### src/rtl/dcache_dm.sv
// Direct-mapped, write-through, no-write-allocate data cache with a req/ack backing-memory port.
// Optional hit/miss counters are enabled by defining DCACHE_STATS_EN.
module dcache_dm #(
    parameter int DATA_W  = 32,
    parameter int ADDR_W  = 6,
    parameter int INDEX_W = 4
) (
    input  logic              clk_i,
    input  logic              rst_i,
    input  logic [ADDR_W-1:0] addr_i,
    input  logic [DATA_W-1:0] dato_i,
    input  logic              memwrite_i,
    input  logic              memread_i,
    output logic [DATA_W-1:0] dato_o,
    output logic              stall_o,
    output logic              mem_req_o,
    output logic              mem_we_o,
    output logic [ADDR_W-1:0] mem_addr_o,
    output logic [DATA_W-1:0] mem_dato_o,
    input  logic [DATA_W-1:0] mem_dato_i,
    input  logic              mem_ack_i
`ifdef DCACHE_STATS_EN
    ,
    output logic [31:0]       hit_cnt_o,
    output logic [31:0]       miss_cnt_o
`endif
);

    // state  | meaning
    // IDLE   | serve read hits combinationally, launch misses and writes
    // REFILL | backing read in flight; ack data bypasses to the core and fills the line
    // WRITE  | backing write in flight; ack updates the line only on a hit

    localparam int TAG_W = ADDR_W - INDEX_W;
    localparam int LINES = 1 << INDEX_W;

    typedef enum logic [1:0] {IDLE, REFILL, WRITE} state_t;

    state_t              state_q, state_d;
    logic [DATA_W-1:0]   data_q [LINES];
    logic [TAG_W-1:0]    tag_q  [LINES];
    logic [LINES-1:0]    valid_q;

    logic [INDEX_W-1:0]  index;
    logic [TAG_W-1:0]    tag;
    logic                hit;
    logic                fill_en;
    logic                wr_en;

    assign index = addr_i[INDEX_W-1:0];
    assign tag   = addr_i[ADDR_W-1:INDEX_W];
    assign hit   = valid_q[index] && (tag_q[index] == tag);

    always_comb begin
        state_d    = state_q;
        stall_o    = 1'b0;
        dato_o     = '0;
        mem_req_o  = 1'b0;
        mem_we_o   = 1'b0;
        mem_addr_o = '0;
        mem_dato_o = '0;
        fill_en    = 1'b0;
        wr_en      = 1'b0;
        case (state_q)
            IDLE: begin
                if (memwrite_i) begin
                    stall_o = 1'b1;
                    state_d = WRITE;
                end else if (memread_i) begin
                    if (hit) begin
                        dato_o = data_q[index];
                    end else begin
                        stall_o = 1'b1;
                        state_d = REFILL;
                    end
                end
            end
            REFILL: begin
                mem_req_o  = 1'b1;
                mem_addr_o = addr_i;
                if (mem_ack_i) begin
                    dato_o  = memread_i ? mem_dato_i : '0;
                    fill_en = 1'b1;
                    state_d = IDLE;
                end else begin
                    stall_o = 1'b1;
                end
            end
            WRITE: begin
                mem_req_o  = 1'b1;
                mem_we_o   = 1'b1;
                mem_addr_o = addr_i;
                mem_dato_o = dato_i;
                if (mem_ack_i) begin
                    wr_en   = hit;
                    state_d = IDLE;
                end else begin
                    stall_o = 1'b1;
                end
            end
            default: state_d = IDLE;
        endcase
    end

    always_ff @(posedge clk_i) begin
        if (rst_i) begin
            state_q <= IDLE;
            valid_q <= '0;
        end else begin
            state_q <= state_d;
            if (fill_en) valid_q[index] <= 1'b1;
        end
    end

    // Line payload is never reset; a reset-cycle ack must not touch it either.
    always_ff @(posedge clk_i) begin
        if (!rst_i) begin
            if (fill_en) begin
                data_q[index] <= mem_dato_i;
                tag_q[index]  <= tag;
            end else if (wr_en) begin
                data_q[index] <= dato_i;
            end
        end
    end

`ifdef DCACHE_STATS_EN
    logic [31:0] hit_cnt_q;
    logic [31:0] miss_cnt_q;

    always_ff @(posedge clk_i) begin
        if (rst_i) begin
            hit_cnt_q  <= '0;
            miss_cnt_q <= '0;
        end else begin
            if (state_q == IDLE && !memwrite_i && memread_i && hit && hit_cnt_q != '1)
                hit_cnt_q <= hit_cnt_q + 32'd1;
            if (state_q == IDLE && state_d == REFILL && miss_cnt_q != '1)
                miss_cnt_q <= miss_cnt_q + 32'd1;
        end
    end

    assign hit_cnt_o  = hit_cnt_q;
    assign miss_cnt_o = miss_cnt_q;
`endif

endmodule

### config.mk
export PLATFORM = sky130hd
export DESIGN_NAME = dcache_dm
export DESIGN_NICKNAME = d
export VERILOG_FILES = /design/src/rtl/dcache_dm.sv
export SDC_FILE = /design/constraint.sdc
export NUM_CORES = 1
export LEC_CHECK = 0
export BUFFER_PORTS_ARGS = -buffer_cell sky130_fd_sc_hd__clkbuf_2
export CAP_MARGIN = 30
export CELL_PAD_IN_SITES_DETAIL_PLACEMENT = 0
export CELL_PAD_IN_SITES_GLOBAL_PLACEMENT = 1
export CORE_ASPECT_RATIO = 0.9
export CORE_MARGIN = 4
export CORE_UTILIZATION = 30
export CTS_BUF_LIST = sky130_fd_sc_hd__clkbuf_8
export CTS_CLUSTER_DIAMETER = 50
export DETAILED_ROUTE_END_ITERATION = 16
export PLACE_DENSITY_LB_ADDON = 0.1
export RECOVER_POWER = 100
export SYNTH_ARGS = -nofsm -noshare
export SYNTH_HDL_FRONTEND = slang
export SYNTH_SLANG_ARGS = --single-unit
### constraint.sdc
create_clock -name clk_i -period 5.68 [get_ports clk_i]
set_input_delay 0 -clock clk_i [delete_from_list [all_inputs] [get_ports clk_i]]
set_output_delay 0 -clock clk_i [all_outputs]
set_load 0.005 [all_outputs]
==> Word level (Yosys, flattened, before mapping) <==
Memory sizes are Yosys's and may differ from the RTL's.
Cells that the tools add are included.
{ "totals": {"latchBits": 0, "out_inout_bits": 73, "rom_bits": 0, "regBits": 18, "ram_bits": 544, "n_memories": 2, "wordCells": 55} }
{ "classes": {"order_cmp": 2, "shifts": 0, "div": 0, "bitwise_logic": 2, "multipliers": 0, "mux": 36, "n_eq_ne": 6, "n_reduce_logical": 5, "addsub": 0} }
{ "memory_table": {"columns": ["memory", "depth", "width", "read_ports", "rd_clocked_by_memory_dff", "wr", "line", "rtl"], "rows": [
  ["data_q", 16, 32, 1, 0, 1, "40", "logic [DATA_W-1:0] data_q [LINES];"],
  ["tag_q", 16, 2, 1, 0, 1, "41", "logic [TAG_W-1:0] tag_q [LINES];"]
]} }
{ "ops": {"columns": ["cell", "count"], "rows": [
  ["2-to-1 mux 32 bit", 7],
  ["case mux 32 bit (2 select lines)", 1],
  ["2-to-1 mux 1 bit", 19],
  ["OR 16 bit", 1],
  ["2-to-1 mux 2 bit", 4],
  ["2-to-1 mux 6 bit", 1],
  ["!= test 3 bit, second input constant", 2],
  ["less-than comparator 4 x 5 -> 1 bit, second input constant", 1],
  ["binary-select mux 1 bit (select 4 bit)", 1],
  ["demux 1 bit (select 4 bit)", 1],
  [">= comparator 4 x 1 -> 1 bit, second input constant", 1],
  ["case mux 2 bit (2 select lines)", 1],
  ["AND reduction 3 bit", 1],
  ["== test 2 x 1 -> 1 bit, second input constant", 1],
  ["== test 2 bit", 1],
  ["== test 2 bit, second input constant", 1],
  ["logical AND 1 bit", 2],
  ["logical NOT 2 bit", 1],
  ["!= test 2 x 1 -> 1 bit, second input constant", 1],
  ["case mux 1 bit (2 select lines)", 1],
  ["OR reduction 2 bit", 1],
  ["OR 1 bit", 1]
]} }

==> Longest topological paths before layout <==
{ "logic_depth": {"ltp_word": 10, "ltp_mapped": 10, "depth_no_buf": 6} }

==> Worst setup path before layout <==
Ideal clock, no wire load.
{ "synth_path": {"path_kind": "register to register", "start": "mem tag_q[15][0] in the netlist's numbering", "end": "mem data_q[12][0] (enable)", "arrival_ns": 4.084, "path_slack_ns": 1.126, "required_ns": 5.210, "period_less_slack_ns": 4.554, "path_stages_with_launch": 9, "setup_time_ns": 0.470, "path_cell_list": "edfxtp_1 mux4_2 mux2i_1 mux2i_1 xnor2_2 nand4b_2 buf_6 buf_2 a211oi_1"} }
{ "synth_between": {"elab_chain_cells": 10} }
{ "synth_lines": {"columns": ["item", "line", "rtl"], "rows": [
  ["start: declaration", "41", null],
  ["memory read (16 x 2 bit)", null, null],
  ["== test 2 bit", "52", "assign hit = valid_q[index] && (tag_q[index] == tag);"],
  ["logical AND 1 bit", "52", null],
  ["2-to-1 mux 1 bit", "94", "if (mem_ack_i) begin"],
  ["2-to-1 mux 1 bit", "64", "case (state_q)"],
  ["2-to-1 mux 1 bit", "121", "end else if (wr_en) begin"],
  ["2-to-1 mux 1 bit", "118", "if (fill_en) begin"],
  ["2-to-1 mux 1 bit", "117", "if (!rst_i) begin"],
  ["2-to-1 mux 1 bit (implied by the code)", "122", "data_q[index] <= dato_i;"],
  ["OR 1 bit (no line)", null, null],
  ["end: declaration", "40", null]
]} }
No other way between the ends.

==> Worst setup path after layout <==
{ "layout_path": {"start": "mem tag_q[7][0] in the netlist's numbering", "end": "mem data_q[5][29] (enable)"} }
The elaborated chain is that of the path after synthesis.

==> run summary <==
After the last flow step, the layout net total stands at 1404. The die covers 79800 sq um. The clock tree synthesis step divided the H-tree into 3 levels. The critical path goes through mux4_2 > mux2i_1 > mux2i_1 > xnor2_1 > nand4b_4 > a211oi_1 > buf_12.

Summing internal, switching and leakage power gives 8.43 mW. The library cell appearing most often on the critical path is sky130_fd_sc_hd__mux2i_1. Share of flip-flops with an asynchronous set or reset: 0%. The number of setup buffers added after CTS came out at 0. The routed design has 59300 microns of wire.

The core region is 74600 sq um. The largest individual stage delay along the critical path comes from the cell sky130_fd_sc_hd__a211oi_1. The x dimension of the die is 297 microns. STA puts the critical path data required time at 6.01 ns. In this design, the stage delay of the slowest critical-path cell is 1.80 ns.

The number of standard-cell rows in the floorplan came out at 95. The flow ran to the end, but the final reports show violations. The tools report the worst endpoint data arrival time as 4.82 ns.

The final reports fail on capacitance limit, slew limit. The share of the clock period used by the worst path was 79.1%. The logs give 73 for the cts-stage hold buffer count and 0.683 for the final RePlAce weighted congestion. STA classifies the critical path startpoint as a flip-flop.

148 I/O pins were placed. Gates resized during post-CTS repair numbered 0. The number of hold violations in the final report is 0.

The cell count after synthesis came out at 1039. At the pin with the least slew margin, the transition time is 2.20 ns. The routed via count divided by cell count was 4.85; the first-pass iteration count of the detailed router was 5. After clock tree synthesis, the clock-pin slew on the worst setup and hold paths is 0.06 ns. The end-of-flow core utilization was 36.2%. The clock passes through at most 3 buffers. After routing the design area is 27000 sq um. From bottom edge to top edge, the die measures 268 microns.

After filler insertion, the fill cell instance count of the layout stands at 6949. Based on the critical path, the design can be clocked at up to 223 MHz. The share of cells above drive strength 1 is 32.1%, and the worst path buffer plus inverter count is 1. The via count of the first global-routing pass came out at 12.2k.

Setup repair after global routing left no endpoint under its margin. The primary flip-flop cell chosen by synthesis mapping was sky130_fd_sc_hd__edfxtp_1. Buffers placed on the I/O ports in this run total 147.

The kind of capture point of the worst setup path was a flip-flop. From synthesis to final layout, the design area changed by 19.7%. Of the post-synthesis cell area, the dominant cell type holds 72.3%. The clock root buffer master is sky130_fd_sc_hd__clkbuf_8. The routed design uses 28000 microns of met2 wire. After detailed routing, the wire length on met1 is 27600 microns. The logs give 0 ns for the total negative slack and 80 for the pin count of the biggest net entering global routing.

The number of different library cells used by synthesis comes to 36. The final number of max-transition violations was 126; the setup-violating endpoint count in the final report was 0. The tools report the number of antenna violations at the first check in global routing as 2. In the post-synthesis netlist, the biggest area contributors are sky130_fd_sc_hd__edfxtp_1, sky130_fd_sc_hd__mux4_2, sky130_fd_sc_hd__dfxtp_1, sky130_fd_sc_hd__a32o_1, sky130_fd_sc_hd__mux2_2. The relative slew slack is -47.9%, and the total cell area at the placement stage is 24800 sq um. For the total placed cells including tap cells, the log shows 2122. The Yosys step of the flow raised 0 warnings. For the finished layout, the period the worst path requires is 4.49 ns.

In this run the worst path has a maximum fanout of 24. Each instance of the synthesized netlist takes up on average 21.7 sq um. Summed over all cells, the static leakage comes to 8.76 nW. In this run the cell area of the synthesized design comes to 22600 sq um.

Family with the most delay on the worst path: compound AO/OA/AOI/OAI gates. Global routing finished with a remaining overflow of 0. The logs give 73.9% for the share of the yosys chip area belonging to registers and 30.3% for the initial cell density of the core. The power density over cell area is 312 nW/um^2.

Final hold analysis gives a worst-case slack of 0.106 ns. Counting the buffers created by CTS gives 97. Detailed placement finished with a half-perimeter wire length of 33900 microns. Max-cap violations in this run came to 9. The post-route worst setup slack came out at 1.19 ns. The tools report the clock sink count as 562. The run gives 0 as the remaining antenna violation count after routing.

Leaving out filler cells and counting taps, the final layout contains 2374. Clock latency of the later-clocked register in the worst-skew pair: 0.67 ns. For flop-to-flop paths, the worst setup slack is 1.19 ns.

The highest metal layer carrying signal wires in the routed design is met4. TritonCTS built the clock tree. In the final routed layout, each cell accounts on average for 25.0 microns. The highest ir drop seen on vdd was 0.165 mV; the overall fraction of global-route tracks in use was 14.9%. In the routed design, unresolved DRC markers number 0.

The routed layout has 11.5k vias. The dominant cell type by area after synthesis is sky130_fd_sc_hd__edfxtp_1. The kind of critical path was flip-flop to flip-flop. Counting every net in the synthesized netlist gives 1118. In this run the worst hold path is classified as input pin to flip-flop.

Summed over all nets, wire length on met3 after detailed routing comes to 2780 microns. In this run, synthesis inferred 544 flip-flops with an integrated enable. For the post-placement worst setup slack, the log shows 1.19 ns.

The first global-routing pass estimated 86400 microns of wire. Clock skew on the completed layout was measured at 0.0354 ns. The violation count after the first detailed-routing iteration was 856. The number of register bits inferred by synthesis works out to 562.
worst min-delay path, stage by stage:
cell and delay (ns):
sky130_fd_sc_hd__buf_4 0.22, sky130_fd_sc_hd__nand2b_1 0.22, sky130_fd_sc_hd__buf_8 0.17, sky130_fd_sc_hd__o22ai_1 0.10
where the power goes:
group / leakage (nW) / switching, mW / total, mW / internal (mW)
combinational: 2.67 / 0.300 / 0.537 / 0.237
clock: 1.06 / 1.62 / 3.33 / 1.71
sequential: 5.03 / 0.00422 / 4.56 / 4.56
state kept, by name (all words and copies together), names as in the netlist:
signal	flops
tag_q	32
valid_q	16
data_q	512
state_q	2
cells by family after synthesis:
kind of cell	count (synthesis)	synth area share, %
buf+inv	91	1.77
xor+xnor	1	0.0720
fa+ha+maj	4	0.222
flops	562	73.9
compound gates	80	2.86
mux	211	18.9
simple gates	90	2.29
Yosys cell counts, drive strengths merged (2+ instances only):
library cell  instances
a211o                 2
a211oi               15
a21oi                 5
a22oi                 6
a32o                 32
and2                 41
buf                  33
clkbuf               35
dfxtp                18
edfxtp              544
ha                    4
inv                  23
mux2                 32
mux2i                11
mux4                168
nand2                 8
nand2b                5
nand4                 2
nor2                 21
nor2b                 4
o21ai                 2
o22ai                16
or2                   3
or4bb                 2
layer usage:
layer | GRT usage [%] | vias up
li1 | - | 5009
met1 | 21.1 | 6157
met2 | 23.7 | 282
met3 | 3.32 | 70
met4 | 3.39 | 0
met5 | 0 | -
layout make-up:
type | count | area, sq um | area share, %
diodes | 1 | 2.50 | 0.00926
clock buffers | 99 | 1360 | 5.04
clock inverters | 78 | 388 | 1.43
inverters | 23 | 86.3 | 0.319
multi-input cells | 386 | 5510 | 20.4
flip-flops and latches | 562 | 16700 | 61.8
well taps | 970 | 1210 | 4.49
repair buffers | 255 | 1780 | 6.58
placed cells by master, fill, tap and decap left out, types with 4 or more instances in the layout:
master	instances
sky130_fd_sc_hd__edfxtp_1	544
sky130_fd_sc_hd__mux4_2	168
sky130_fd_sc_hd__clkbuf_2	112
sky130_fd_sc_hd__clkbuf_8	99
sky130_fd_sc_hd__dlygate4sd3_1	73
sky130_fd_sc_hd__inv_1	65
sky130_fd_sc_hd__clkbuf_1	46
sky130_fd_sc_hd__a32o_1	32
sky130_fd_sc_hd__and2_0	21
sky130_fd_sc_hd__and2_1	20
sky130_fd_sc_hd__nor2_1	19
sky130_fd_sc_hd__mux2_2	19
sky130_fd_sc_hd__dfxtp_1	18
sky130_fd_sc_hd__o22ai_1	16
sky130_fd_sc_hd__clkinv_1	15
sky130_fd_sc_hd__a211oi_1	14
sky130_fd_sc_hd__clkinv_2	14
sky130_fd_sc_hd__mux2_1	13
sky130_fd_sc_hd__buf_4	12
sky130_fd_sc_hd__mux2i_1	11
sky130_fd_sc_hd__nand2_1	8
sky130_fd_sc_hd__buf_12	7
sky130_fd_sc_hd__a22oi_1	6
sky130_fd_sc_hd__nand2b_1	5
sky130_fd_sc_hd__nor2b_1	4
sky130_fd_sc_hd__a21oi_1	4
sky130_fd_sc_hd__ha_1	4
final timing paths:
path / start / cells after the start / to
setup / recovery: tag_q[7][0]$_DFFE_PP_ / 7 / data_q[5][29]$_DFFE_PP_
setup reg to reg: tag_q[7][0]$_DFFE_PP_ / 7 / data_q[5][29]$_DFFE_PP_
hold / removal: addr_i[2] / 4 / valid_q[8]$_SDFFE_PP0P_
hold reg to reg: valid_q[14]$_SDFFE_PP0P_ / 2 / valid_q[14]$_SDFFE_PP0P_
Power figures use the tool's default switching activity.
